**config.mk**
```make
export PLATFORM = sky130hd
export DESIGN_NAME = ifc_bundle
export DESIGN_NICKNAME = d
export VERILOG_FILES = /design/src/rtl/ifc_bundle.sv
export SDC_FILE = /design/constraint.sdc
export NUM_CORES = 1
export LEC_CHECK = 0
export ABC_CLOCK_PERIOD_IN_PS = 9100
export CORE_MARGIN = 2
export CORE_UTILIZATION = 40
export CTS_CLUSTER_DIAMETER = 50
export CTS_CLUSTER_SIZE = 14
export DETAILED_ROUTE_END_ITERATION = 10
export PLACE_DENSITY = 0.8
export SETUP_SLACK_MARGIN = 0.4
export SYNTH_ARGS = -nofsm -noshare
export SYNTH_HDL_FRONTEND = slang
export SYNTH_SLANG_ARGS = --single-unit
export TNS_END_PERCENT = 10
```
**constraint.sdc**
```tcl
create_clock -name clk -period 9.1 [get_ports clk]
set_input_delay 2.73 -clock clk [delete_from_list [all_inputs] [get_ports clk]]
set_output_delay 2.73 -clock clk [all_outputs]
set_load 0.05 [all_outputs]
```
**src/rtl/ifc_bundle.sv**
```systemverilog
// Shared signal bundle: derives value and a {val100,val200} struct from cyc, accepts
// consumer overrides, and flags any struct that disagrees with the bundle value.
module ifc_bundle #(
    parameter int W         = 32,
    parameter int VALUE_OFS = 1,
    parameter int OFS_A     = 100,
    parameter int OFS_B     = 200,
    parameter int DONE_CYC  = 20,
    parameter int CNT_W     = 16
) (
    input  logic             clk,
    input  logic             rst,
    input  logic [W-1:0]     cyc,
    input  logic             value_wr_en,
    input  logic [W-1:0]     value_wr_data,
    input  logic             struct_wr_en,
    input  logic [2*W-1:0]   struct_wr_data,
    output logic [W-1:0]     value,
    output logic [2*W-1:0]   the_struct,
    output logic             chk_err,
    output logic [CNT_W-1:0] err_count,
    output logic             done
);

    localparam logic [W-1:0] VALUE_OFS_W = W'(VALUE_OFS);
    localparam logic [W-1:0] DONE_CYC_W  = W'(DONE_CYC);
    localparam logic [W-1:0] DONE_VAL_W  = DONE_CYC_W + VALUE_OFS_W;
    // Element 1 is the upper field (val100), element 0 the lower field (val200).
    localparam logic [1:0][W-1:0] FIELD_OFS = {W'(OFS_A), W'(OFS_B)};

    logic [1:0][W-1:0] exp_field;
    logic [1:0]        field_bad;
    logic              mismatch;

    logic             chk_err_q, chk_err_d;
    logic [CNT_W-1:0] err_count_q, err_count_d;
    logic             done_q, done_d;

    assign value = value_wr_en ? value_wr_data : cyc + VALUE_OFS_W;

    // Each field is checked on its own against the (possibly overridden) value.
    genvar gi;
    generate
        for (gi = 0; gi < 2; gi++) begin : g_field
            assign exp_field[gi] = value + FIELD_OFS[gi];
            assign field_bad[gi] = (the_struct[gi*W +: W] != exp_field[gi]);
        end
    endgenerate

    assign the_struct = struct_wr_en ? struct_wr_data : exp_field;
    assign mismatch   = |field_bad;

    always_comb begin
        chk_err_d   = mismatch;
        err_count_d = err_count_q;
        done_d      = done_q;
        if (mismatch && (err_count_q != {CNT_W{1'b1}})) begin
            err_count_d = err_count_q + CNT_W'(1);
        end
        if ((cyc == DONE_CYC_W) && (value == DONE_VAL_W)) begin
            done_d = 1'b1;
        end
    end

    always_ff @(posedge clk) begin
        if (rst) begin
            chk_err_q   <= 1'b0;
            err_count_q <= '0;
            done_q      <= 1'b0;
        end else begin
            chk_err_q   <= chk_err_d;
            err_count_q <= err_count_d;
            done_q      <= done_d;
        end
    end

    assign chk_err   = chk_err_q;
    assign err_count = err_count_q;
    assign done      = done_q;

endmodule

```
==> metrics.cfg <==
[synth]
avgSynthCellArea_um2=6.70
synth_nets=1028
yosysUniqueCellTypes=88
synth_cells=890
synthArstFlopShare_pct=0
ys_seq_area_share_pct=6.04
synth_edf_count=0
ys_warn_count=0
synthFlopType=dfxtp_1
syn-cell-area_mm2=0.00596
synth_seq_cells=18

[setup_path]
cp_slowest_cell=or4_2
reg2reg_from=err_count[3]$_SDFFE_PP0P_
critPathCaptureType=output port
ff2ff_path_depth=6
crit_required_ns=6.37
crit_path_end=the_struct[63]
worstPathArrival_ns=5.94
worst-setup-path-type=in -> out
crit_fanout=9
path_delay_family=simple AND/OR/NAND/NOR gates
r2r_end=err_count[0]$_SDFFE_PP0P_
timing.critical_path.depth=13
crit_start=cyc[16]
reg2reg_slack_ns=6.47
cp_cell_sequence=clkdlybuf4s50_1 > nand2_2 > buf_4 > or4_2 > o31a_1 > o31ai_1 > a21oi_2 > buf_4 > nand4_1 > xnor2_2 > nor2_1 > a21oi_2 > buf_12
crit_buf_inv=4
cp-start-kind=input pin
cpPeakStageDelay_ns=0.70

[floorplanning]
fp.coreArea_mm2=0.0145
die_w_um=126
die_h_um=126
design.die.area_mm2=0.0159
initial_utilization_pct=41.0
io_pins=246
fp-row-count=44

[final_layout]
drive_above_1_share_pct=27.9
finalNetCount=1353
mostFrequentLayoutCell=clkdlybuf4s50_1
final_cell_mix=clkdlybuf4s50_1, buf_4, nand2_1
antennaDiodeCount=0
design_area_mm2=0.0106
utilization_pct=73.1
synthToLayoutAreaGrowth_pct=78.1
fill_cells=1173

[timing]
hold_viol=0
drv_slew=0
setup_ws_ns=0.432
min_period_over_period_pct=95.2
worst_slew_pin_slew_ns=1.02
slew_headroom_pct=32.1
finalSetupTns_ns=0
rsz0062_at_grt=true
setup_violations=0
finalClockSkew_ns=0.00427
fmax_mhz=115
period_minus_slack_ns=8.67

[global_routing]
grt_usage_pct=31.5
grt_pass1_vias=7983
antenna_found_initial=0
grt_pass1_wl_um=41500
overflow=0
grt_max_degree=82

[detailed_routing]
drc=0
wirelength_um=27100
viasPerCell=6.00
drtAntennaViolNets=0
wire_per_inst_um=19.4
dr.pass1.iters=5
drt_iter0_markers=734
vias=8389

[pwr]
combPwrFrac_pct=79.6
seqPwrFrac_pct=9.3
ir_drop_mv=0.0854
power_switching_mw=0.432
intPower_mw=0.445
power_frac_clock_pct=11.1
power_density_mw_per_mm2=82.6
switching_share_pct=49.3
p_leak_nw=4.16

[clock_network]
cts_made_buffers=3
cts.path.max_buffers=2
cts_tree=built
cts_root_buf=clkbuf_16
clock_latency_ns=0.25
cts_sinks=18
cts_hold_buf=0
clkTransAtPathRegs_ns=0.05
htreeDepth=1

[min_path]
hold_path.class=reg -> reg

[place]
numPortBuffers=245
globalplace.congestion=0.965
preCtsSetupSlack_ns=0.0297
placed_area_mm2=0.00979
dpl.hpwl_um=21400

[outcome]
outcome=complete, no violations

[run]
max_cap_viol_count=0

## power by group through the flow
stage,combinational [mW],sequential (mW),clock (mW)
final,0.698,0.0813,0.0974
after global routing,0.732,0.0813,0.101
after CTS,0.673,0.0812,0.0978
after detailed placement,0.664,0.0828,0
after global placement,0.661,0.0827,0
after floorplan,0.368,0.0865,0
## sequential cells by signal, indices dropped and copies added, names as in the netlist
signal and flops:
chk_err 1, err_count 16, done 1
## worst min-delay path by stage
stage                                            end                       start  cells past startpoint  slack [ns]
after global placement    err_count[15]$_SDFFE_PP0P_  err_count[15]$_SDFFE_PP0P_                      2        0.49
after floorplan            err_count[1]$_SDFFE_PP0P_   err_count[1]$_SDFFE_PP0P_                      2        0.71
after CTS                 err_count[15]$_SDFFE_PP0P_  err_count[15]$_SDFFE_PP0P_                      2        0.50
after detailed placement  err_count[15]$_SDFFE_PP0P_  err_count[15]$_SDFFE_PP0P_                      2        0.49
final                     err_count[15]$_SDFFE_PP0P_  err_count[15]$_SDFFE_PP0P_                      2        0.50
after global routing      err_count[15]$_SDFFE_PP0P_  err_count[15]$_SDFFE_PP0P_                      2        0.55
## logic make-up after synthesis
logic type | Yosys count | share of synthesized area, %
compound gates | 189 | 22.7
flops | 18 | 6.04
mux | 55 | 9.90
fa+ha+maj | 6 | 1.26
buf+inv | 103 | 7.13
xor+xnor | 92 | 14.2
simple gates | 427 | 38.7
## timing repair
| action | CTS | global route |
|---|---|---|
| cloned | 1 | 3 |
| endpoints found under the setup margin | 35 | 34 |
| pin swaps | 13 | 25 |
| setup buffers | 12 | 16 |
| resized for setup | 38 | 79 |
## area by class of cell
type / instances / area [um^2] / area share, %
Sequential cell: 18 / 360 / 3.39
Tap cell: 184 / 230 / 2.17
Inverter: 51 / 193 / 1.81
Multi-Input combinational cell: 771 / 5910 / 55.7
Timing Repair Buffer: 370 / 3840 / 36.1
Clock buffer: 4 / 88.8 / 0.836
## worst min-delay path: cells and delay by family (launching register included)
kind	cells	cell delay [ns]
compound gates	2	0.13
flops	1	0.33
## per-stage QoR
stage | total power [mW] | std cells | hold WS (ns)
after floorplan | 0.454 | 890 | 0.714
after global placement | 0.743 | 1362 | 0.485
after detailed placement | 0.747 | 1362 | 0.489
after CTS | 0.852 | 1379 | 0.497
after global routing | 0.915 | 1398 | 0.547
final | 0.877 | 1398 | 0.502
## cell usage after synthesis, types with 7 or more instances
| library cell | count | area, um^2 |
|---|---|---|
| xor2_1 | 14 | 123 |
| nand2_1 | 98 | 368 |
| nand3_1 | 48 | 240 |
| or4_1 | 12 | 90.1 |
| inv_1 | 45 | 169 |
| dfxtp_1 | 18 | 360 |
| nor4_1 | 34 | 213 |
| a211oi_1 | 10 | 75.1 |
| a21oi_1 | 25 | 125 |
| mux2i_1 | 23 | 230 |
| nor3_1 | 30 | 150 |
| clkbuf_1 | 28 | 105 |
| nor4b_1 | 7 | 61.3 |
| buf_2 | 12 | 60.1 |
| nand4_1 | 28 | 175 |
| nand2b_1 | 15 | 93.8 |
| xnor2_1 | 75 | 657 |
| nor2b_1 | 24 | 150 |
| mux2_2 | 21 | 236 |
| or3_1 | 9 | 56.3 |
| nor2_1 | 70 | 263 |
| o21ai_0 | 47 | 235 |
| mux2_1 | 11 | 124 |
| and3_1 | 15 | 93.8 |
| o31ai_1 | 14 | 105 |
## routing by layer
layer | vias up | part of all wire, % | track usage [%] | wire length (um)
li1 | 3956 | - | - | -
met1 | 3942 | 41 | 41.7 | 11200
met2 | 425 | 48 | 54.4 | 13000
met3 | 66 | 7.9 | 3.53 | 2150
met4 | 0 | 2.8 | 8.34 | 749
met5 | - | 0 | 0 | 0
No activity file was read; power rests on OpenSTA's default activity.
